`src/rtl/alu_issue_if.sv`:
```
// Bundle of the two requester channels, the ALU drive/result lines and the
// response/status outputs of the ALU issue arbiter.
interface alu_issue_if #(
    parameter int DATA_W = 16
);
    logic              req0_valid;
    logic [3:0]        req0_opcode;
    logic [DATA_W-1:0] req0_op1;
    logic [DATA_W-1:0] req0_op2;
    logic              req0_ready;

    logic              req1_valid;
    logic [3:0]        req1_opcode;
    logic [DATA_W-1:0] req1_op1;
    logic [DATA_W-1:0] req1_op2;
    logic              req1_ready;

    logic [3:0]        alu_opcode;
    logic [DATA_W-1:0] alu_op1;
    logic [DATA_W-1:0] alu_op2;
    logic [DATA_W-1:0] alu_out;
    logic              alu_ovfl;

    logic              rsp_valid;
    logic              rsp_ready;
    logic              rsp_id;
    logic [DATA_W-1:0] rsp_data;
    logic [2:0]        flags;
    logic              halted;

    modport slave (
        input  req0_valid, req0_opcode, req0_op1, req0_op2,
        output req0_ready,
        input  req1_valid, req1_opcode, req1_op1, req1_op2,
        output req1_ready,
        output alu_opcode, alu_op1, alu_op2,
        input  alu_out, alu_ovfl,
        output rsp_valid,
        input  rsp_ready,
        output rsp_id, rsp_data, flags, halted
    );

    modport master (
        output req0_valid, req0_opcode, req0_op1, req0_op2,
        input  req0_ready,
        output req1_valid, req1_opcode, req1_op1, req1_op2,
        input  req1_ready,
        input  alu_opcode, alu_op1, alu_op2,
        output alu_out, alu_ovfl,
        input  rsp_valid,
        output rsp_ready,
        input  rsp_id, rsp_data, flags, halted
    );
endinterface

```
`src/rtl/alu_issue_arbiter.sv`:
```
// Two-requester arbiter in front of a single-cycle ALU: picks a winner, drives
// the ALU, buffers one response and keeps the Z/N/V flags and the halt latch.
module alu_issue_arbiter #(
    parameter int DATA_W = 16,
    parameter bit RR_EN  = 1'b1
) (
    input  logic        clk,
    input  logic        rst,
    alu_issue_if.slave  bus
);
    localparam logic [1:0] ST_RUN  = 2'd0;
    localparam logic [1:0] ST_HOLD = 2'd1;
    localparam logic [1:0] ST_HALT = 2'd2;

    localparam logic [3:0] OP_ADD = 4'b0000;
    localparam logic [3:0] OP_SUB = 4'b0001;
    localparam logic [3:0] OP_XOR = 4'b0010;
    localparam logic [3:0] OP_SLL = 4'b0100;
    localparam logic [3:0] OP_SRA = 4'b0101;
    localparam logic [3:0] OP_ROR = 4'b0110;
    localparam logic [3:0] OP_HLT = 4'b1111;

    logic              rsp_vld_p1;
    logic              rsp_id_p1;
    logic [DATA_W-1:0] rsp_data_p1;
    logic [2:0]        flags_p1;
    logic              halt_p1;
    logic              rr_ptr;

    logic              any_vld;
    logic              sel1;
    logic [1:0]        mode;
    logic              can_issue;
    logic              xfer;

    function automatic logic [2:0] upd_flags(input logic [3:0]        op,
                                             input logic [DATA_W-1:0] res,
                                             input logic              ovfl,
                                             input logic [2:0]        cur);
        logic [2:0] nf;
        logic       z;
        nf = cur;
        z  = (res == '0);
        case (op)
            OP_ADD, OP_SUB:                 nf = {ovfl, res[DATA_W-1], z};
            OP_XOR, OP_SLL, OP_SRA, OP_ROR: nf = {cur[2:1], z};
            default:                        nf = cur;
        endcase
        return nf;
    endfunction

    // Winner selection and ALU drive (combinational)
    always_comb begin
        any_vld = bus.req0_valid || bus.req1_valid;
        sel1    = bus.req1_valid && (!bus.req0_valid || ((RR_EN != 1'b0) && rr_ptr));
        if (!any_vld) begin
            bus.alu_opcode = '0;
            bus.alu_op1    = '0;
            bus.alu_op2    = '0;
        end else if (sel1) begin
            bus.alu_opcode = bus.req1_opcode;
            bus.alu_op1    = bus.req1_op1;
            bus.alu_op2    = bus.req1_op2;
        end else begin
            bus.alu_opcode = bus.req0_opcode;
            bus.alu_op1    = bus.req0_op1;
            bus.alu_op2    = bus.req0_op2;
        end
    end

    // HOLD is a full buffer the consumer is not taking; HALT overrides everything.
    always_comb begin
        if (halt_p1)
            mode = ST_HALT;
        else if (rsp_vld_p1 && !bus.rsp_ready)
            mode = ST_HOLD;
        else
            mode = ST_RUN;
    end

    assign can_issue      = (mode == ST_RUN);
    assign xfer           = can_issue && any_vld;
    assign bus.req0_ready = can_issue && bus.req0_valid && !sel1;
    assign bus.req1_ready = can_issue && sel1;

    // Response buffer, flags, halt latch and priority pointer
    always_ff @(posedge clk or posedge rst) begin
        if (rst) begin
            rsp_vld_p1  <= 1'b0;
            rsp_id_p1   <= 1'b0;
            rsp_data_p1 <= '0;
            flags_p1    <= 3'b000;
            halt_p1     <= 1'b0;
            rr_ptr      <= 1'b0;
        end else if (xfer) begin
            rsp_vld_p1  <= 1'b1;
            rsp_id_p1   <= sel1;
            rsp_data_p1 <= bus.alu_out;
            flags_p1    <= upd_flags(bus.alu_opcode, bus.alu_out, bus.alu_ovfl, flags_p1);
            rr_ptr      <= ~sel1;
            if (bus.alu_opcode == OP_HLT)
                halt_p1 <= 1'b1;
        end else if (rsp_vld_p1 && bus.rsp_ready) begin
            rsp_vld_p1  <= 1'b0;
        end
    end

    assign bus.rsp_valid = rsp_vld_p1;
    assign bus.rsp_id    = rsp_id_p1;
    assign bus.rsp_data  = rsp_data_p1;
    assign bus.flags     = flags_p1;
    assign bus.halted    = halt_p1;
endmodule

```
`src/flat_wrapper.sv`:
```
// flat-port wrapper written by rule: the top's interface ports become plain ports
module alu_issue_arbiter_flat 
#(
    parameter int DATA_W = 16,
    parameter bit RR_EN  = 1'b1
)
  (clk, rst, bus_req0_valid, bus_req0_opcode, bus_req0_op1, bus_req0_op2, bus_req0_ready, bus_req1_valid, bus_req1_opcode, bus_req1_op1, bus_req1_op2, bus_req1_ready, bus_alu_opcode, bus_alu_op1, bus_alu_op2, bus_alu_out, bus_alu_ovfl, bus_rsp_valid, bus_rsp_ready, bus_rsp_id, bus_rsp_data, bus_flags, bus_halted);
  alu_issue_if #(.DATA_W(DATA_W)) bus_i ();
  input  logic clk;
  input  logic rst;
  input wire logic [$bits(bus_i.req0_valid)-1:0] bus_req0_valid;
  input wire logic [$bits(bus_i.req0_opcode)-1:0] bus_req0_opcode;
  input wire logic [$bits(bus_i.req0_op1)-1:0] bus_req0_op1;
  input wire logic [$bits(bus_i.req0_op2)-1:0] bus_req0_op2;
  output wire logic [$bits(bus_i.req0_ready)-1:0] bus_req0_ready;
  input wire logic [$bits(bus_i.req1_valid)-1:0] bus_req1_valid;
  input wire logic [$bits(bus_i.req1_opcode)-1:0] bus_req1_opcode;
  input wire logic [$bits(bus_i.req1_op1)-1:0] bus_req1_op1;
  input wire logic [$bits(bus_i.req1_op2)-1:0] bus_req1_op2;
  output wire logic [$bits(bus_i.req1_ready)-1:0] bus_req1_ready;
  output wire logic [$bits(bus_i.alu_opcode)-1:0] bus_alu_opcode;
  output wire logic [$bits(bus_i.alu_op1)-1:0] bus_alu_op1;
  output wire logic [$bits(bus_i.alu_op2)-1:0] bus_alu_op2;
  input wire logic [$bits(bus_i.alu_out)-1:0] bus_alu_out;
  input wire logic [$bits(bus_i.alu_ovfl)-1:0] bus_alu_ovfl;
  output wire logic [$bits(bus_i.rsp_valid)-1:0] bus_rsp_valid;
  input wire logic [$bits(bus_i.rsp_ready)-1:0] bus_rsp_ready;
  output wire logic [$bits(bus_i.rsp_id)-1:0] bus_rsp_id;
  output wire logic [$bits(bus_i.rsp_data)-1:0] bus_rsp_data;
  output wire logic [$bits(bus_i.flags)-1:0] bus_flags;
  output wire logic [$bits(bus_i.halted)-1:0] bus_halted;
  assign bus_i.req0_valid = bus_req0_valid;
  assign bus_i.req0_opcode = bus_req0_opcode;
  assign bus_i.req0_op1 = bus_req0_op1;
  assign bus_i.req0_op2 = bus_req0_op2;
  assign bus_req0_ready = bus_i.req0_ready;
  assign bus_i.req1_valid = bus_req1_valid;
  assign bus_i.req1_opcode = bus_req1_opcode;
  assign bus_i.req1_op1 = bus_req1_op1;
  assign bus_i.req1_op2 = bus_req1_op2;
  assign bus_req1_ready = bus_i.req1_ready;
  assign bus_alu_opcode = bus_i.alu_opcode;
  assign bus_alu_op1 = bus_i.alu_op1;
  assign bus_alu_op2 = bus_i.alu_op2;
  assign bus_i.alu_out = bus_alu_out;
  assign bus_i.alu_ovfl = bus_alu_ovfl;
  assign bus_rsp_valid = bus_i.rsp_valid;
  assign bus_i.rsp_ready = bus_rsp_ready;
  assign bus_rsp_id = bus_i.rsp_id;
  assign bus_rsp_data = bus_i.rsp_data;
  assign bus_flags = bus_i.flags;
  assign bus_halted = bus_i.halted;
  alu_issue_arbiter #(.DATA_W(DATA_W), .RR_EN(RR_EN)) u_core (.clk(clk), .rst(rst), .bus(bus_i));
endmodule
```
`config.mk`:
```
export PLATFORM = sky130hd
export DESIGN_NAME = alu_issue_arbiter_flat
export DESIGN_NICKNAME = d
export VERILOG_FILES = /design/src/rtl/alu_issue_if.sv /design/src/rtl/alu_issue_arbiter.sv /design/src/flat_wrapper.sv
export SDC_FILE = /design/constraint.sdc
export NUM_CORES = 1
export LEC_CHECK = 0
export CELL_PAD_IN_SITES_DETAIL_PLACEMENT = 1
export CELL_PAD_IN_SITES_GLOBAL_PLACEMENT = 1
export CORE_ASPECT_RATIO = 1.4
export CORE_MARGIN = 1
export CORE_UTILIZATION = 19
export DETAILED_ROUTE_END_ITERATION = 10
export HOLD_SLACK_MARGIN = 0.03
export PLACE_DENSITY = 0.92
export SYNTH_ARGS = -nofsm -noshare
export SYNTH_HDL_FRONTEND = slang
export SYNTH_SLANG_ARGS = --single-unit
export TNS_END_PERCENT = 30
```
`constraint.sdc`:
```
create_clock -name clk -period 3.55 [get_ports clk]
set_input_delay 0.8875 -clock clk [delete_from_list [all_inputs] [get_ports clk]]
set_output_delay 0.8875 -clock clk [all_outputs]
set_load 0.005 [all_outputs]
```
# Word-level counts from Yosys, hierarchy flattened
# Index checks and enable logic that the tools add are counted.
# totals
reg_bits	23
output_inout_bits	60
in_bits	94
elab_cells	48
# classes
bitwise	2
reduce_logical	22
n_mux	11
n_eq_ne	6
# ops
cell	count
2-to-1 mux 16 bit	4
zero test 16 bit	1
== test 4 x 3 -> 1 bit (second input constant)	3
2-to-1 mux 4 bit	2
logical AND 1 bit	7
case mux 3 bit (2 select lines)	1
== test 4 x 1 -> 1 bit (second input constant)	1
== test 4 x 2 -> 1 bit (second input constant)	1
== test 4 bit (second input constant)	1
zero test 4 bit	1
AND reduction 2 bit	2
nonzero test 2 bit	2
OR reduction 4 bit	1
zero test 1 bit	3
2-to-1 mux 1 bit	3
AND reduction 3 bit	1
zero test 2 bit	1
logical OR 1 bit	2
2-to-1 mux 2 bit	1
inverter 1 bit	2
OR reduction 2 bit	1

# Depth between registers and ports, before layout
# Gate-level depths: netlist (run 1).
# depth
ltp_word	9
depth_mapped	7
depth_no_buf	4

# Worst setup path after synthesis (run 1)
# OpenSTA, ideal clock, no wires.
# synth_path
path_kind	input port to output port
from	input bus_req0_valid
to	output bus_alu_op1[15]
path_stages	7
arrival_time_ps	1868
path_slack_ps	794
required_ps	2663
n_path_buf	3
path_cell_list	buf_2 nand2b_1 and2_1 buf_2 clkbuf_1 nand2_1 o21ai_0
# synth_via
elab_chain_cells	5
elab_cells_between_ends	6
classes_between	2 x mux; 4 x reduce/logical
# synth_lines
item	line	text
from (decl)	flat_wrapper.sv:11	input wire logic [$bits(bus_i.req0_valid)-1:0] bus_req0_valid;
zero test 1 bit	alu_issue_arbiter.sv:55	sel1 = bus.req1_valid && (!bus.req0_valid || ((RR_EN != 1'b0) && rr_ptr));
logical OR 1 bit	alu_issue_arbiter.sv:55	
logical AND 1 bit	alu_issue_arbiter.sv:55	
2-to-1 mux 16 bit	alu_issue_arbiter.sv:60	end else if (sel1) begin
2-to-1 mux 16 bit (*)	alu_issue_arbiter.sv:56	if (!any_vld) begin
to (decl)	flat_wrapper.sv:22	output wire logic [$bits(bus_i.alu_op1)-1:0] bus_alu_op1;
# Mark *: on every way between the ends. The rest lies on a longest branch, timed or not.

# Worst setup path after layout (run 1)
# layout_path
from	input bus_req0_valid
to	output bus_alu_op2[13]
# layout_via
elab_chain_cells	5
elab_cells_between_ends	6
classes_between	2 x mux; 4 x reduce/logical
# layout_lines
item	line	text
zero test 1 bit	alu_issue_arbiter.sv:55	
logical OR 1 bit	alu_issue_arbiter.sv:55	
logical AND 1 bit	alu_issue_arbiter.sv:55	
2-to-1 mux 16 bit	alu_issue_arbiter.sv:60	
2-to-1 mux 16 bit (*)	alu_issue_arbiter.sv:56	
to (decl)	flat_wrapper.sv:23	output wire logic [$bits(bus_i.alu_op2)-1:0] bus_alu_op2;
# Marked as above.

==> impl_metrics.json, run 1 <==
{
  "viasPerCell": 4.57,
  "tightestPinTransition_ns": 0.878,
  "final_common_cell": "clkdlybuf4s50_1",
  "ir_drop_mv": 0.310,
  "ys_seq_area_frac": 0.395,
  "antenna_found_initial": 0,
  "io-pin-count": 154,
  "grt_pass1_wl_um": 10400,
  "combinationalPowerShare": 0.591,
  "row_count": 37,
  "clkLatencyLatePin_ns": 0.27,
  "rsz0062_at_grt": "true",
  "critPathKind": "in -> out",
  "tritoncts": "built",
  "placed_cell_area_mm2": 0.00319,
  "h-tree-depth": 1,
  "finalMaxSlewViolations": 0,
  "drt_iter0_drc": 52,
  "initial_core_util": 0.197,
  "hpwl_um": 5580,
  "crit_fanout": 37,
  "netlist_area_mm2": 0.00146,
  "syn_avg_cell_area_um2": 7.88,
  "seq_power_share": 0.302,
  "hold_viol": 0,
  "syn_inst": 185,
  "internal-power_uw": 1070,
  "dpl.cell_count": 438,
  "whs_ns": 0.498,
  "fin_util": 0.440,
  "place_congestion": 0.731,
  "setup_viol_count_final": 0,
  "netlist-cell-type-count": 22,
  "outcome": "completed",
  "die_h_um": 106,
  "netSwitchingFraction": 0.311,
  "holdCritPathClass": "reg -> reg",
  "cap_violations": 0,
  "final_cell_mix": "clkdlybuf4s50_1, nand2_1, dfrtp_1",
  "ys_ff_latch": 23,
  "clockPowerShare": 0.107,
  "reg2reg_slack_ns": 1.75,
  "skew_ns": 0.00290,
  "diodes": 0,
  "die_x_um": 76.0,
  "vias": 2018,
  "clock-sinks": 23,
  "instances_no_fill": 442,
  "worstPathArrival_ns": 2.62,
  "areaGrowthSynthToFinish_pct": 123,
  "drive_above_1_share": 0.0899,
  "cts_max_path_buffers": 2,
  "routedWlPerCell_um": 15.0,
  "synth_fp_nets": 279,
  "start_kind": "input port",
  "cp-end-kind": "output pin",
  "design.core.area_mm2": 0.00741,
  "slew_headroom": 0.414,
  "grt_usage": 0.162,
  "grt_overflow_total": 0,
  "powerDensity_mw_per_mm2": 477,
  "required_ns": 2.66,
  "clk_pin_slew_ns": 0.08,
  "drtPass1Iterations": 4,
  "hold_buffers": 0,
  "final_cell_area_mm2": 0.00326,
  "cts_root_buf": "clkbuf_8",
  "fin_crit_sh": 0.987,
  "drc_errors": 0,
  "numCtsBuffers": 3,
  "max_freq_ghz": 0.285,
  "ant_nets": 0,
  "port_buffers": 153,
  "yosysWarnings": 0,
  "switching_power_uw": 484,
  "drt-total-wl_um": 6620,
  "finalCriticalPeriod_ns": 3.50,
  "fin_nets": 440,
  "power.static_leakage_uw": 0.00138,
  "die_area_mm2": 0.00803,
  "grt_pass1_vias": 2145,
  "grt_max_degree": 38
}
## state kept, by name, summed over array words and instances (netlist names)
name	cells
u_core.bus.flags	3
u_core.bus.rsp_data	16
u_core.bus.rsp_valid	1
u_core.bus.halted	1
u_core.rr_ptr	1
u_core.bus.rsp_id	1
## stage by stage
stage / TNS [ns] / setup slack (ns) / power (uW)
after global placement: 0 / 0.0635 / 1360
after detailed placement: 0 / 0.00883 / 1400
after floorplan: 0 / 0.794 / 780
final: 0 / 0.0465 / 1550
after global routing: -0.244 / -0.0446 / 1660
after CTS: 0 / 0.0207 / 1580
## cells by family (layout without fill, tap and decap cells)
kind of cell / count (synthesis) / after routing / synth area share
compound gates: 41 / 41 / 0.160
flops: 23 / 23 / 0.395
buf+inv: 18 / 178 / 0.0558
simple gates: 84 / 84 / 0.244
mux: 19 / 19 / 0.146
## path summary, 6_finish.rpt
path	start	cells past startpoint	end
max reg2reg	u_core.rr_ptr$_DFFE_PP0P_	6	u_core.bus.flags[2]$_DFFE_PP0P_
max	bus_req0_valid	6	bus_alu_op2[13]
min in group asynchronous	rst	2	u_core.bus.rsp_data[6]$_DFFE_PP0P_
min	u_core.bus.rsp_data[15]$_DFFE_PP0P_	1	u_core.bus.rsp_data[15]$_DFFE_PP0P_
max in group asynchronous	rst	2	u_core.bus.flags[2]$_DFFE_PP0P_
min reg2reg	u_core.bus.rsp_data[15]$_DFFE_PP0P_	1	u_core.bus.rsp_data[15]$_DFFE_PP0P_
## power groups by stage
stage | registers [uW] | logic, uW | clock network (uW)
4_1_cts | 472 | 932 | 173
5_1_grt | 488 | 993 | 182
2_1_floorplan | 471 | 309 | 0
6_report | 469 | 918 | 167
3_5_place_dp | 475 | 926 | 0
3_3_place_gp | 465 | 897 | 0
## cells in the mapped netlist
cell      count  area share
a21boi_1      1      0.0052
a21o_1        1      0.0052
a32oi_1       4       0.024
a41o_1        1      0.0069
and2_1        2      0.0086
buf_2         5       0.017
buf_6         1      0.0077
clkbuf_1      6       0.015
dfrtp_1      23        0.39
inv_1         6       0.015
mux2_1       10       0.077
mux2_2        8       0.062
mux2i_1       1      0.0069
nand2_1      66        0.17
nand2b_1      2      0.0086
nand4_1       2      0.0086
nor2_1        6       0.015
nor2b_1       1      0.0043
nor3_4        1       0.011
nor4_1        4       0.017
o211ai_1      1      0.0052
o21ai_0      33        0.11
## worst max-delay path, stage by stage
cell and delay [ns]:
clkdlybuf4s50_1 0.51, nand2b_1 0.08, and2_2 0.23, buf_12 0.17, o21ai_0 0.19, clkdlybuf4s50_1 0.53
## layer usage
layer / vias up / wire length [um] / track usage
met3: 7 / 754 / 0.0537
met4: 0 / 79 / 0.0453
met2: 118 / 3270 / 0.299
met5: - / 0 / 0
li1: 944 / - / -
met1: 949 / 2520 / 0.175
## layout make-up
type / count / area (um^2)
fill: 881 / 4150
timing repair buffer: 168 / 1680
multi-input combinational: 144 / 808
sequential: 23 / 576
tap: 97 / 121
clock buffer: 3 / 41.3
inverter: 6 / 22.5
clock inverter: 1 / 5.00
## timing repair
item | 4_1_cts | 5_1_grt
setup buffers | 0 | 0
pin swaps | 0 | 0
cloned | 0 | 0
setup endpoints to repair | 1 | 27
resized for setup | 1 | 18
(Power assumes the default switching activity.)
==> run 2, diff against run 1 <==
--- a/config.mk
+++ b/config.mk
@@ -7,2 +7,3 @@
 export LEC_CHECK = 0
+export ABC_AREA = 1
 export CELL_PAD_IN_SITES_DETAIL_PLACEMENT = 1
==> constraint.sdc (replaced) <==
create_clock -name clk -period 3.55 [get_ports clk]
set_input_delay 0.355 -clock clk [delete_from_list [all_inputs] [get_ports clk]]
set_output_delay 0.355 -clock clk [all_outputs]
set_load 0.005 [all_outputs]
==> run 2 against run 1 <==
  * Maximum frequency rose by 31%
  * Sequential power is 3% lower
  * Sequential share of layout area grew 0.26 points
  * Wire length shrank 0.71%
  * Largest cell class unchanged
  * Highest routed layer unchanged
==> impl_metrics.json, run 2 <==
{
  "outcome": "completed",
  "drtPass1Iterations": 3,
  "cp-end-kind": "output pin",
  "antenna_found_initial": 0,
  "finalMaxSlewViolations": 0,
  "required_ns": 3.19,
  "grt_pass1_wl_um": 10600,
  "worstPathArrival_ns": 2.32,
  "clkLatencyLatePin_ns": 0.26,
  "postCtsSetupBuffers": 0,
  "die_x_um": 78.8,
  "synthTopCellsByArea": "dfrtp_1, nand2_1, nand3_1",
  "rsz0062_at_grt": "false",
  "hold_viol": 0,
  "netlist_top_cells_count": "nand2_1, nand3_1, dfrtp_1",
  "path_buf_inv": 3,
  "grt_overflow_total": 0,
  "die_area_mm2": 0.00862,
  "drive_above_1_share": 0.0330,
  "design.core.area_mm2": 0.00789,
  "drc_errors": 0,
  "grt_usage": 0.154,
  "fin_crit_sh": 0.754,
  "port_buffers": 153,
  "yosysWarnings": 0,
  "ant_nets": 0,
  "h-tree-depth": 1,
  "hpwl_um": 5470,
  "cap_violations": 0,
  "largest_reg_flops": 16,
  "final_common_cell": "clkdlybuf4s50_1",
  "instances_no_fill": 494,
  "finalCriticalPeriod_ns": 2.68,
  "drt_iter0_drc": 35,
  "synth_top_area_share": 0.367,
  "critPathKind": "in -> out",
  "tritoncts": "built",
  "die_h_um": 109,
  "initial_core_util": 0.199,
  "finalSetupTns_ns": 0,
  "start_kind": "input port",
  "synth_fp_nets": 342,
  "numCtsBuffers": 3,
  "crit_fanout": 34,
  "setup_viol_count_final": 0,
  "register_area_um2": 576,
  "final.setup.worst_slack_ns": 0.873,
  "max_stage_delay_ns": 0.52,
  "place_ws_ns": 0.826,
  "cpMaxStageDelayCell": "clkdlybuf4s50_1",
  "clock-sinks": 23,
  "hold_buffers": 0,
  "place_congestion": 0.748,
  "cts_resized": 0,
  "yosys.area.top_type": "dfrtp_1",
  "diodes": 0,
  "max_freq_ghz": 0.374,
  "grt_max_degree": 37,
  "row_count": 38,
  "slew_headroom": 0.401,
  "synth_flop_cell": "dfrtp_1",
  "syn_inst": 248,
  "cp_top_family": "buffers and inverters",
  "netlist-cell-type-count": 18,
  "ys_ff_latch": 23,
  "drt-total-wl_um": 6580,
  "tightestPinTransition_ns": 0.898,
  "dpl.cell_count": 490,
  "cts_root_buf": "clkbuf_8",
  "skew_ns": 0.00304,
  "power.static_leakage_uw": 0.00152,
  "async_flop_share": 1.00,
  "powerDensity_mw_per_mm2": 466,
  "synth-edff-count": 0,
  "crit_chain": "clkdlybuf4s50_1, nand2_4, nand2_2, inv_2, nand2_1, nand2_1, clkdlybuf4s50_1",
  "holdCritPathClass": "reg -> reg",
  "netlist_area_mm2": 0.00157,
  "multi_input_area_um2": 837,
  "io-pin-count": 154,
  "clk_pin_slew_ns": 0.08,
  "synth.most_common_cell": "nand2_1",
  "vias": 2188,
  "fillers": 1013,
  "syn_avg_cell_area_um2": 6.32,
  "areaGrowthSynthToFinish_pct": 105,
  "cts_max_path_buffers": 2,
  "viasPerCell": 4.43,
  "grt_pass1_vias": 2310,
  "ys_seq_area_frac": 0.367,
  "ir_drop_mv": 0.212,
  "fin_nets": 489,
  "routedWlPerCell_um": 13.3,
  "final_cell_mix": "clkdlybuf4s50_1, nand2_1, nand3_1"
}
[run 2: cell count changes after synthesis, moves of 3 or more]
cell,change
nand2_1,+52
nand3_1,+48
o21ai_0,-25
inv_1,+10
mux2_1,-10
mux2_2,-8
a32oi_1,-4
nor4_1,-4
nand2_2,+3
nor2_1,+3
[run 2: final timing paths]
check,startpoint,endpoint,slack [ns],depth (start not counted)
min in group asynchronous,rst,u_core.bus.rsp_data[0]$_DFFE_PP0P_,0.59,2
worst max-delay path,bus_req0_valid,bus_alu_op1[8],0.87,7
worst min register to register,u_core.bus.rsp_data[4]$_DFFE_PP0P_,u_core.bus.rsp_data[4]$_DFFE_PP0P_,0.47,2
worst min-delay path,u_core.bus.rsp_data[4]$_DFFE_PP0P_,u_core.bus.rsp_data[4]$_DFFE_PP0P_,0.47,2
max in group asynchronous,rst,u_core.bus.flags[2]$_DFFE_PP0P_,2.40,2
worst max register to register,u_core.rr_ptr$_DFFE_PP0P_,u_core.bus.flags[0]$_DFFE_PP0P_,1.99,9
[run 2: kinds of logic (layout without fill, tap and decap cells)]
logic type	count (synthesis)	after routing	synth area share
buf+inv	32	178	0.0990
flops	23	23	0.367
simple gates	182	182	0.497
compound gates	11	11	0.0367
[run 2: report_power, final]
group	total [uW]	internal (uW)	switching, uW
Sequential	453	384	69.1
Clock	158	80.0	77.7
Combinational	884	513	371
[run 2: worst register-to-register path, delay by kind of cell (launching register included)]
kind	cells	cell delay [ns]
buf+inv	2	0.44
flops	1	0.36
simple gates	7	0.64
[run 2: per-layer routing]
layer	up-vias	share of wire	global-route usage
met4	0	0.016	0.0344
met2	114	0.53	0.305
met3	10	0.076	0.0282
met1	995	0.38	0.166
li1	1069	-	-
met5	-	0	0
[run 2: per-stage QoR]
| step | instance area [um^2] | power (uW) | utilization | hold slack, ns |
|---|---|---|---|---|
| floorplan | 1570 | 799 | - | 0.357 |
| global placement | 3160 | 1320 | 0.401 | 0.453 |
| detailed placement | 3160 | 1360 | 0.401 | 0.459 |
| CTS | 3210 | 1520 | 0.406 | 0.479 |
| global route | 3210 | 1620 | 0.406 | 0.490 |
| finish | 3210 | 1500 | 0.406 | 0.473 |
[run 2: cell type report]
class                      instances  area share
timing repair buffer             157       0.487
sequential                        23       0.179
inverter                          17      0.0199
clock buffer                       4      0.0140
tap                              100      0.0390
multi-input combinational        193       0.261
